[config.mk]
export PLATFORM = sky130hd
export DESIGN_NAME = uart_word_rx
export DESIGN_NICKNAME = d
export VERILOG_FILES = /design/src/rtl/uart_word_rx.sv
export SDC_FILE = /design/constraint.sdc
export NUM_CORES = 1
export LEC_CHECK = 0
export CORE_ASPECT_RATIO = 1.1
export CORE_UTILIZATION = 40
export DETAILED_ROUTE_END_ITERATION = 8
export SYNTH_ARGS = -nofsm -noshare
export SYNTH_HDL_FRONTEND = slang
export SYNTH_SLANG_ARGS = --single-unit
[constraint.sdc]
create_clock -name i_clock -period 2.25 [get_ports i_clock]
set_clock_uncertainty 0.2 [all_clocks]
set_input_delay 0.45 -clock i_clock [delete_from_list [all_inputs] [get_ports i_clock]]
set_output_delay 0.45 -clock i_clock [all_outputs]
set_load 0.01 [all_outputs]
[src/rtl/uart_word_rx.sv]
// UART 8N1 receiver with 16x oversampling.
// Two received bytes (low first, then high) are assembled into one word and presented with a
// single-cycle o_rx_done strobe. A low stop bit raises a single-cycle o_frame_err strobe and
// drops any half-assembled word.
module uart_word_rx #(
  parameter int unsigned DATA_BITS  = 8,
  parameter int unsigned SB_TICK    = 16,
  parameter int unsigned TICK_DIV   = 326,
  parameter int unsigned WORD_WIDTH = 16
) (
  input  logic                  i_clock,
  input  logic                  i_reset,
  input  logic                  i_rx,
  output logic [WORD_WIDTH-1:0] o_data,
  output logic                  o_rx_done,
  output logic                  o_frame_err
);

  localparam int unsigned TW = (TICK_DIV > 2) ? $clog2(TICK_DIV) : 1;
  localparam int unsigned SW = (SB_TICK > 16) ? $clog2(SB_TICK) : 4;
  localparam int unsigned NW = (DATA_BITS > 2) ? $clog2(DATA_BITS) : 1;

  localparam logic [TW-1:0] TickLast = TW'(TICK_DIV - 1);
  localparam logic [SW-1:0] HalfLast = SW'(7);
  localparam logic [SW-1:0] BitLast  = SW'(15);
  localparam logic [SW-1:0] SbLast   = SW'(SB_TICK - 1);
  localparam logic [NW-1:0] BitsLast = NW'(DATA_BITS - 1);

  typedef enum logic [1:0] {
    StIdle,
    StStart,
    StData,
    StStop
  } state_e;

  logic                  rx_meta_q;
  logic                  rx_s_q;
  logic [TW-1:0]         tick_cnt_q;
  logic [TW-1:0]         tick_cnt_d;
  logic                  tick;
  state_e                state_q;
  logic [SW-1:0]         s_cnt_q;
  logic [NW-1:0]         n_cnt_q;
  logic [DATA_BITS-1:0]  shift_q;
  logic [DATA_BITS-1:0]  low_q;
  logic                  idx_q;
  logic [WORD_WIDTH-1:0] data_q;
  logic                  done_q;
  logic                  ferr_q;

  // Two-flop synchroniser for the asynchronous line; idles high.
  always_ff @(posedge i_clock) begin
    if (i_reset) begin
      rx_meta_q <= 1'b1;
      rx_s_q    <= 1'b1;
    end else begin
      rx_meta_q <= i_rx;
      rx_s_q    <= rx_meta_q;
    end
  end

  // Free-running oversample tick; never realigned to the frame, so phase error is under one tick.
  always_comb begin
    tick       = (tick_cnt_q == TickLast);
    tick_cnt_d = tick ? '0 : tick_cnt_q + 1'b1;
  end

  // Tick counter register.
  always_ff @(posedge i_clock) begin
    if (i_reset) begin
      tick_cnt_q <= '0;
    end else begin
      tick_cnt_q <= tick_cnt_d;
    end
  end

  // Receive FSM plus byte-to-word assembly and registered strobes.
  always_ff @(posedge i_clock) begin
    if (i_reset) begin
      state_q <= StIdle;
      s_cnt_q <= '0;
      n_cnt_q <= '0;
      shift_q <= '0;
      low_q   <= '0;
      idx_q   <= 1'b0;
      data_q  <= '0;
      done_q  <= 1'b0;
      ferr_q  <= 1'b0;
    end else begin
      done_q <= 1'b0;
      ferr_q <= 1'b0;
      case (state_q)
        StIdle: begin
          if (!rx_s_q) begin
            state_q <= StStart;
            s_cnt_q <= '0;
          end
        end
        StStart: begin
          if (tick) begin
            if (s_cnt_q == HalfLast) begin
              // Line must still be low at mid start bit, otherwise it was a glitch.
              if (!rx_s_q) begin
                state_q <= StData;
                s_cnt_q <= '0;
                n_cnt_q <= '0;
              end else begin
                state_q <= StIdle;
              end
            end else begin
              s_cnt_q <= s_cnt_q + 1'b1;
            end
          end
        end
        StData: begin
          if (tick) begin
            if (s_cnt_q == BitLast) begin
              shift_q <= {rx_s_q, shift_q[DATA_BITS-1:1]};
              s_cnt_q <= '0;
              if (n_cnt_q == BitsLast) begin
                state_q <= StStop;
              end else begin
                n_cnt_q <= n_cnt_q + 1'b1;
              end
            end else begin
              s_cnt_q <= s_cnt_q + 1'b1;
            end
          end
        end
        StStop: begin
          if (tick) begin
            if (s_cnt_q == SbLast) begin
              state_q <= StIdle;
              if (rx_s_q) begin
                if (!idx_q) begin
                  low_q <= shift_q;
                  idx_q <= 1'b1;
                end else begin
                  data_q <= {shift_q, low_q};
                  done_q <= 1'b1;
                  idx_q  <= 1'b0;
                end
              end else begin
                ferr_q <= 1'b1;
                idx_q  <= 1'b0;
              end
            end else begin
              s_cnt_q <= s_cnt_q + 1'b1;
            end
          end
        end
        default: begin
          state_q <= StIdle;
        end
      endcase
    end
  end

  assign o_data      = data_q;
  assign o_rx_done   = done_q;
  assign o_frame_err = ferr_q;

endmodule

==> metrics, run 1 <==
CTS Buf Count=5; required time of the worst setup path=2.30 ns; hold path start=rx_meta_q$_SDFF_PP1_; worst hold path depth=1; HP Class=reg2reg; critical path fanouts, max=2; hpwl dp=2950 µm; Fin. Hold Viols=0; Max Slew Vio Count=0; VDD IR max=0.000430 V; outcome=finished, violations left; Setup CP Type=reg2reg; Post-synth top cells=dfxtp_1 (55), nor2_1 (50), mux2i_1 (34); Syn Nets=247; max-cap violations=0; Post-CTS Hold Fix Bufs=0; reg-to-reg startpoint=n_cnt_q[0]$_SDFFE_PP0P_; die extent in x=74.6 µm; final RePlAce weighted congestion=0.749; nets@finish=281; warnings from Yosys=0; port bufs=20; CP startpoint kind=flip-flop; Main synth FF type=dfxtp_1; drt first pass iters=4; GRT Max-Usage Layer=met2; CP top delay family=simple AND/OR/NAND/NOR gates; vias in the first global route=1,601; RSZ-0062 raised after global routing=true; syn avg cell area=9.71 µm²; area leader, netlist=dfxtp_1; synthesized area=0.00232 mm²; sequential area share after synthesis=0.475; Yosys top cell area share=0.475; failing checks=setup timing; cts repair resizes=0; CP Capture Type=flip-flop; Initial Utilization=0.422; async set or reset register ratio after synthesis=0; clk_lat worst skew=0.31 ns; I/O Pins=21; count leader, synth=dfxtp_1; FMAX=0.417 GHz; CTS tree=built; R2R Path End=n_cnt_q[0]$_SDFFE_PP0P_; total power=1610 µW; CP Cell Sequence=ha_4, ha_4, or4bb_1, a2111o_1, or4b_1, a21oi_2; CTS Root Cell=clkbuf_8; power per cell area=564 mW/mm²; R2R depth=6; CP dominant cell by count=ha_4; CP arrival=2.44 ns; period utilization=1.07; CTS H-tree depth=2; Worst slew margin=0.800; Inserted Diodes=0; initial antenna violation count=0; Final Setup Violations=1; clock buffer depth=2; clock transition at the registers of the reported paths=0.10 ns; Post-route DRC=0; synth top area cells=dfxtp_1 (47%), mux2i_1 (15%), nor2_1 (8.1%); drt initial violations=141; Core Box Area=0.00550 mm²; Mapped Cells=239; area added between synthesis and finish=22.9%; met1 GRT Util=0.214; Tmin final=2.40 ns; Slowest cell on crit path=or4b_1; routed vias/inst=5.02; layout cells sized above 1=0.150; setup_tns=-0.147 ns; slowest stage delay, CP=0.49 ns; Pleak=0.00102 µW; GRT met3 Usage=0.0344; fin cells=349; number of distinct library cells after synthesis=46; via count=1,752; Post-synth EDFFs=0; Yosys reg bits=55; R2R setup slack=-0.15 ns; Least-Margin Pin Slew=0.299 ns; CP bufs+invs=0; wire length of the first global-routing pass=7440 µm; largest net degree at the start of global routing=30; met2 Use GR=0.249; die area=0.00611 mm²; hold path endpoint=rx_s_q$_SDFF_PP1_; GRT Resource Usage Total=0.159; die height=81.9 µm; # placed instances=341; post-CTS setup buffer count=0; DRT Wirelength=4450 µm; Place WS=-0.153 ns; DR WL/cell=12.7 µm; Fin Hold WS=0.218 ns; total clock sinks=55; grt ovf=0; antenna-violating nets left=0; Rows=28; slack of the critical path=-0.147 ns
==> registers in the layout, summed over array words and instances, names as in the netlist, 3 cells and up, named ones only <==
register and cells:
o_data 16, tick_cnt_q 9, low_q 8, shift_q 8, s_cnt_q 4, n_cnt_q 3
==> worst reg2reg max path, cell delays in order, from the launching register on <==
cell	delay (ns)
dfxtp_2	0.35
ha_4	0.16
ha_4	0.15
or4bb_1	0.46
a2111o_1	0.40
or4b_1	0.49
a21oi_2	0.13
==> cells by family after synthesis <==
| group | share of synthesized area |
|---|---|
| flops | 0.475 |
| fa+ha+maj | 0.0270 |
| xor+xnor | 0.0302 |
| buf+inv | 0.0340 |
| simple gates | 0.221 |
| compound gates | 0.0663 |
| mux | 0.147 |
==> power breakdown <==
group | switching [µW] | leakage (µW) | internal (µW)
registers | 4.18 | 0.000445 | 980
clock network | 336 | 0.0000408 | 223
logic | 37.8 | 0.000533 | 24.7
total | 378 | 0.00102 | 1230
==> per-layer routing <==
metal | part of all wire | up-vias
met5 | 0 | -
met2 | 0.46 | 27
met3 | 0.036 | 8
li1 | - | 907
met4 | 0.015 | 0
met1 | 0.49 | 810
==> worst max path at each step <==
stage / endpoint / slack (ns) / startpoint / cells past startpoint
after CTS: n_cnt_q[0]$_SDFFE_PP0P_ / -0.17 / n_cnt_q[0]$_SDFFE_PP0P_ / 6
after global routing: n_cnt_q[0]$_SDFFE_PP0P_ / -0.20 / n_cnt_q[0]$_SDFFE_PP0P_ / 6
after detailed placement: n_cnt_q[0]$_SDFFE_PP0P_ / -0.15 / n_cnt_q[0]$_SDFFE_PP0P_ / 6
after floorplan: n_cnt_q[0]$_SDFFE_PP0P_ / -0.15 / n_cnt_q[0]$_SDFFE_PP0P_ / 6
after global placement: n_cnt_q[0]$_SDFFE_PP0P_ / -0.13 / n_cnt_q[0]$_SDFFE_PP0P_ / 6
final: n_cnt_q[0]$_SDFFE_PP0P_ / -0.15 / n_cnt_q[0]$_SDFFE_PP0P_ / 6
==> layout by cell type (no fill, tap or decap), drive strengths merged, types with 2 or more instances in the layout <==
cell	count
inv	6
and2	2
a21oi	5
nand3	7
nor3	3
dfxtp	55
xor2	7
ha	5
nand4	4
nor4	4
or4	3
o21ai	4
and3b	2
or2	3
nand2	7
nor2	50
or4b	2
a211oi	2
clkbuf	5
nand4bb	2
clkdlybuf4s50	20
a31oi	2
clkinvlp	2
mux2i	34
buf	21
==> area by class of cell <==
class | count | area (µm²)
Sequential cell | 55 | 1100
Inverter | 5 | 18.8
Multi-Input combinational cell | 165 | 1180
Clock buffer | 5 | 68.8
Fill cell | 550 | 2650
Timing Repair Buffer | 41 | 362
Tap cell | 75 | 93.8
Clock inverter | 3 | 23.8
==> per-stage QoR <==
step | utilization | cell area [µm²]
2_1_floorplan | - | 2320
5_1_grt | 0.518 | 2850
3_5_place_dp | 0.494 | 2720
3_3_place_gp | 0.494 | 2720
4_1_cts | 0.511 | 2810
6_report | 0.518 | 2850
Note: power is estimated with default switching activity, not from simulation.
==> inputs of run 2 (changes only) <==
CORE_MARGIN = 4   (was unset)
==> metrics, run 2 (same netlist as run 1, synthesis figures left out) <==
outcome=finished, violations left; failing checks=setup timing; final RePlAce weighted congestion=0.742 (-1.0%); die extent in x=80.6 µm (+8.0%); Psw=360 µW (-4.8%); CP top delay family=simple AND/OR/NAND/NOR gates; fin util=0.517 (-0.00137); DR WL/cell=12.8 µm (+0.54%); antenna-violating nets left=0 (unchanged); hold path start=rx_meta_q$_SDFF_PP1_; nets@finish=280 (-0.36%); CP startpoint kind=flip-flop; clk_lat worst skew=0.31 ns (about the same); CTS tree=built; R2R depth=6 (unchanged); Place WS=-0.166 ns (-0.0132 ns); Fillers=546 (-0.73%); R2R setup slack=-0.14 ns (about the same); CP dominant cell by count=ha_4; wire length of the first global-routing pass=7530 µm (+1.3%); grt ovf=0 (unchanged); vias in the first global route=1,695 (+5.9%); sequential share of power=0.623 (+0.010); Least-Margin Pin Slew=0.324 ns (+0.0248 ns); slack of the critical path=-0.142 ns (+0.00475 ns); GRT Resource Usage Total=0.135 (-0.0243); Rows=28 (unchanged); I/O Pins=21 (unchanged); multi-input logic area=0.00117 mm² (-0.74%); Worst slew margin=0.783 (-0.0166); CP bufs+invs=0 (unchanged); Post-route DRC=0 (unchanged); critical path fanouts, max=2 (unchanged); via count=1,745 (-0.40%); Largest register FFs=16 (unchanged); CTS Root Cell=clkbuf_8; Clock power frac=0.339 (-0.009); required time of the worst setup path=2.28 ns (-0.02 ns); drt first pass iters=4 (unchanged); Setup CP Type=reg2reg; drt initial violations=98 (-30%); total clock sinks=55 (unchanged); CTS Buf Count=5 (unchanged); max-cap violations=0 (unchanged); CTS H-tree depth=2 (unchanged); initial antenna violation count=0 (unchanged); power per cell area=556 mW/mm² (-1.4%); Worst path depth=6 (unchanged); port bufs=20 (unchanged); slowest stage delay, CP=0.47 ns (-0.02 ns); most common cell after layout, fill and taps aside=dfxtp_1; setup_tns=-0.142 ns (+0.00475 ns); routed vias/inst=5.01 (-0.11%); register area=0.00110 mm² (unchanged); period utilization=1.06 (-0.00211); clock buffer depth=2 (unchanged); layout cells sized above 1=0.139 (-0.0104); internal power=1220 µW (-0.63%); R2R Path End=n_cnt_q[0]$_SDFFE_PP0P_; CP Cell Sequence=ha_4, ha_4, or4bb_1, a2111o_1, or4b_1, a21oi_1; hpwl dp=3020 µm (+2.1%); die height=87.9 µm (+7.3%); sw frac=0.228 (-0.00768); Tmin final=2.39 ns (-0.00475 ns); VDD IR max=0.000506 V (+17%); Core Box Area=0.00550 mm² (unchanged); Post-CTS Hold Fix Bufs=0 (unchanged); Final Setup Violations=1 (unchanged); DRT Wirelength=4460 µm (+0.25%); clock transition at the registers of the reported paths=0.09 ns (about the same); Logic pwr share=0.037 (-0.002); most frequent cells in the layout=dfxtp_1 (53), nor2_1 (50), mux2i_1 (34), clkdlybuf4s50_1 (20), buf_4 (18); HP Class=reg2reg; Max Slew Vio Count=0 (unchanged); area added between synthesis and finish=22.5%; Initial Utilization=0.422 (unchanged); Fin Hold WS=0.217 ns (-0.00109 ns); reg-to-reg startpoint=n_cnt_q[0]$_SDFFE_PP0P_; Fin. Hold Viols=0 (unchanged); hold path endpoint=rx_s_q$_SDFF_PP1_; worst hold path depth=1 (unchanged); die area=0.00708 mm² (+16%); largest net degree at the start of global routing=27 (-10%); Inserted Diodes=0 (unchanged); RSZ-0062 raised after global routing=true; CP arrival=2.43 ns (about the same); Pleak=0.00102 µW (about the same); Slowest cell on crit path=or4b_1; CP Capture Type=flip-flop; FMAX=0.418 GHz (+0.20%)
[run 2: worst register-to-register path: cells and delay by family (launching register included)]
kind | cells | cell delay (ns)
AOI/OAI and AO/OA | 2 | 0.53
adders and majority gates | 2 | 0.31
DFF | 1 | 0.35
and+or+nand+nor | 2 | 0.93
[run 2: what timing repair did]
item / CTS / global route
gates resized for setup: 0 / 7
setup endpoints to repair: 1 / 3
setup buffers: 0 / 1
pin swaps: 0 / 1
[run 2: worst max path at each step]
| stage | end | startpoint |
|---|---|---|
| 4_1_cts | n_cnt_q[0]$_SDFFE_PP0P_ | n_cnt_q[0]$_SDFFE_PP0P_ |
| 2_1_floorplan | n_cnt_q[0]$_SDFFE_PP0P_ | n_cnt_q[0]$_SDFFE_PP0P_ |
| 3_3_place_gp | n_cnt_q[0]$_SDFFE_PP0P_ | n_cnt_q[0]$_SDFFE_PP0P_ |
| 3_5_place_dp | n_cnt_q[0]$_SDFFE_PP0P_ | n_cnt_q[0]$_SDFFE_PP0P_ |
| 6_report | n_cnt_q[0]$_SDFFE_PP0P_ | n_cnt_q[0]$_SDFFE_PP0P_ |
| 5_1_grt | n_cnt_q[0]$_SDFFE_PP0P_ | n_cnt_q[0]$_SDFFE_PP0P_ |
[run 2: cell type report]
class | instances | share of cell area
inverter | 5 | 0.00660
clock buffer | 5 | 0.0242
timing repair buffer | 40 | 0.129
sequential | 55 | 0.388
clock inverter | 3 | 0.00704
tap | 75 | 0.0330
multi-input combinational | 165 | 0.412
[run 2: power groups by stage]
stage,logic (µW),clock network (µW),registers (µW)
final,59.3,536,985
after global routing,65.8,599,986
after CTS,59.6,563,985
after detailed placement,59.4,0,1010
after global placement,59.1,0,1010
after floorplan,34.4,0,1010
[run 2: stage by stage]
step / power, µW / instance area, µm² / cells
6_report: 1580 / 2840 / 348
4_1_cts: 1610 / 2800 / 347
2_1_floorplan: 1040 / 2320 / 239
3_3_place_gp: 1070 / 2720 / 339
5_1_grt: 1650 / 2840 / 348
3_5_place_dp: 1070 / 2720 / 339
[run 2: layer usage]
layer | track usage | part of all wire
met2 | 0.219 | 0.46
met1 | 0.174 | 0.49
met5 | 0 | 0
met3 | 0.0329 | 0.032
met4 | 0.0507 | 0.015
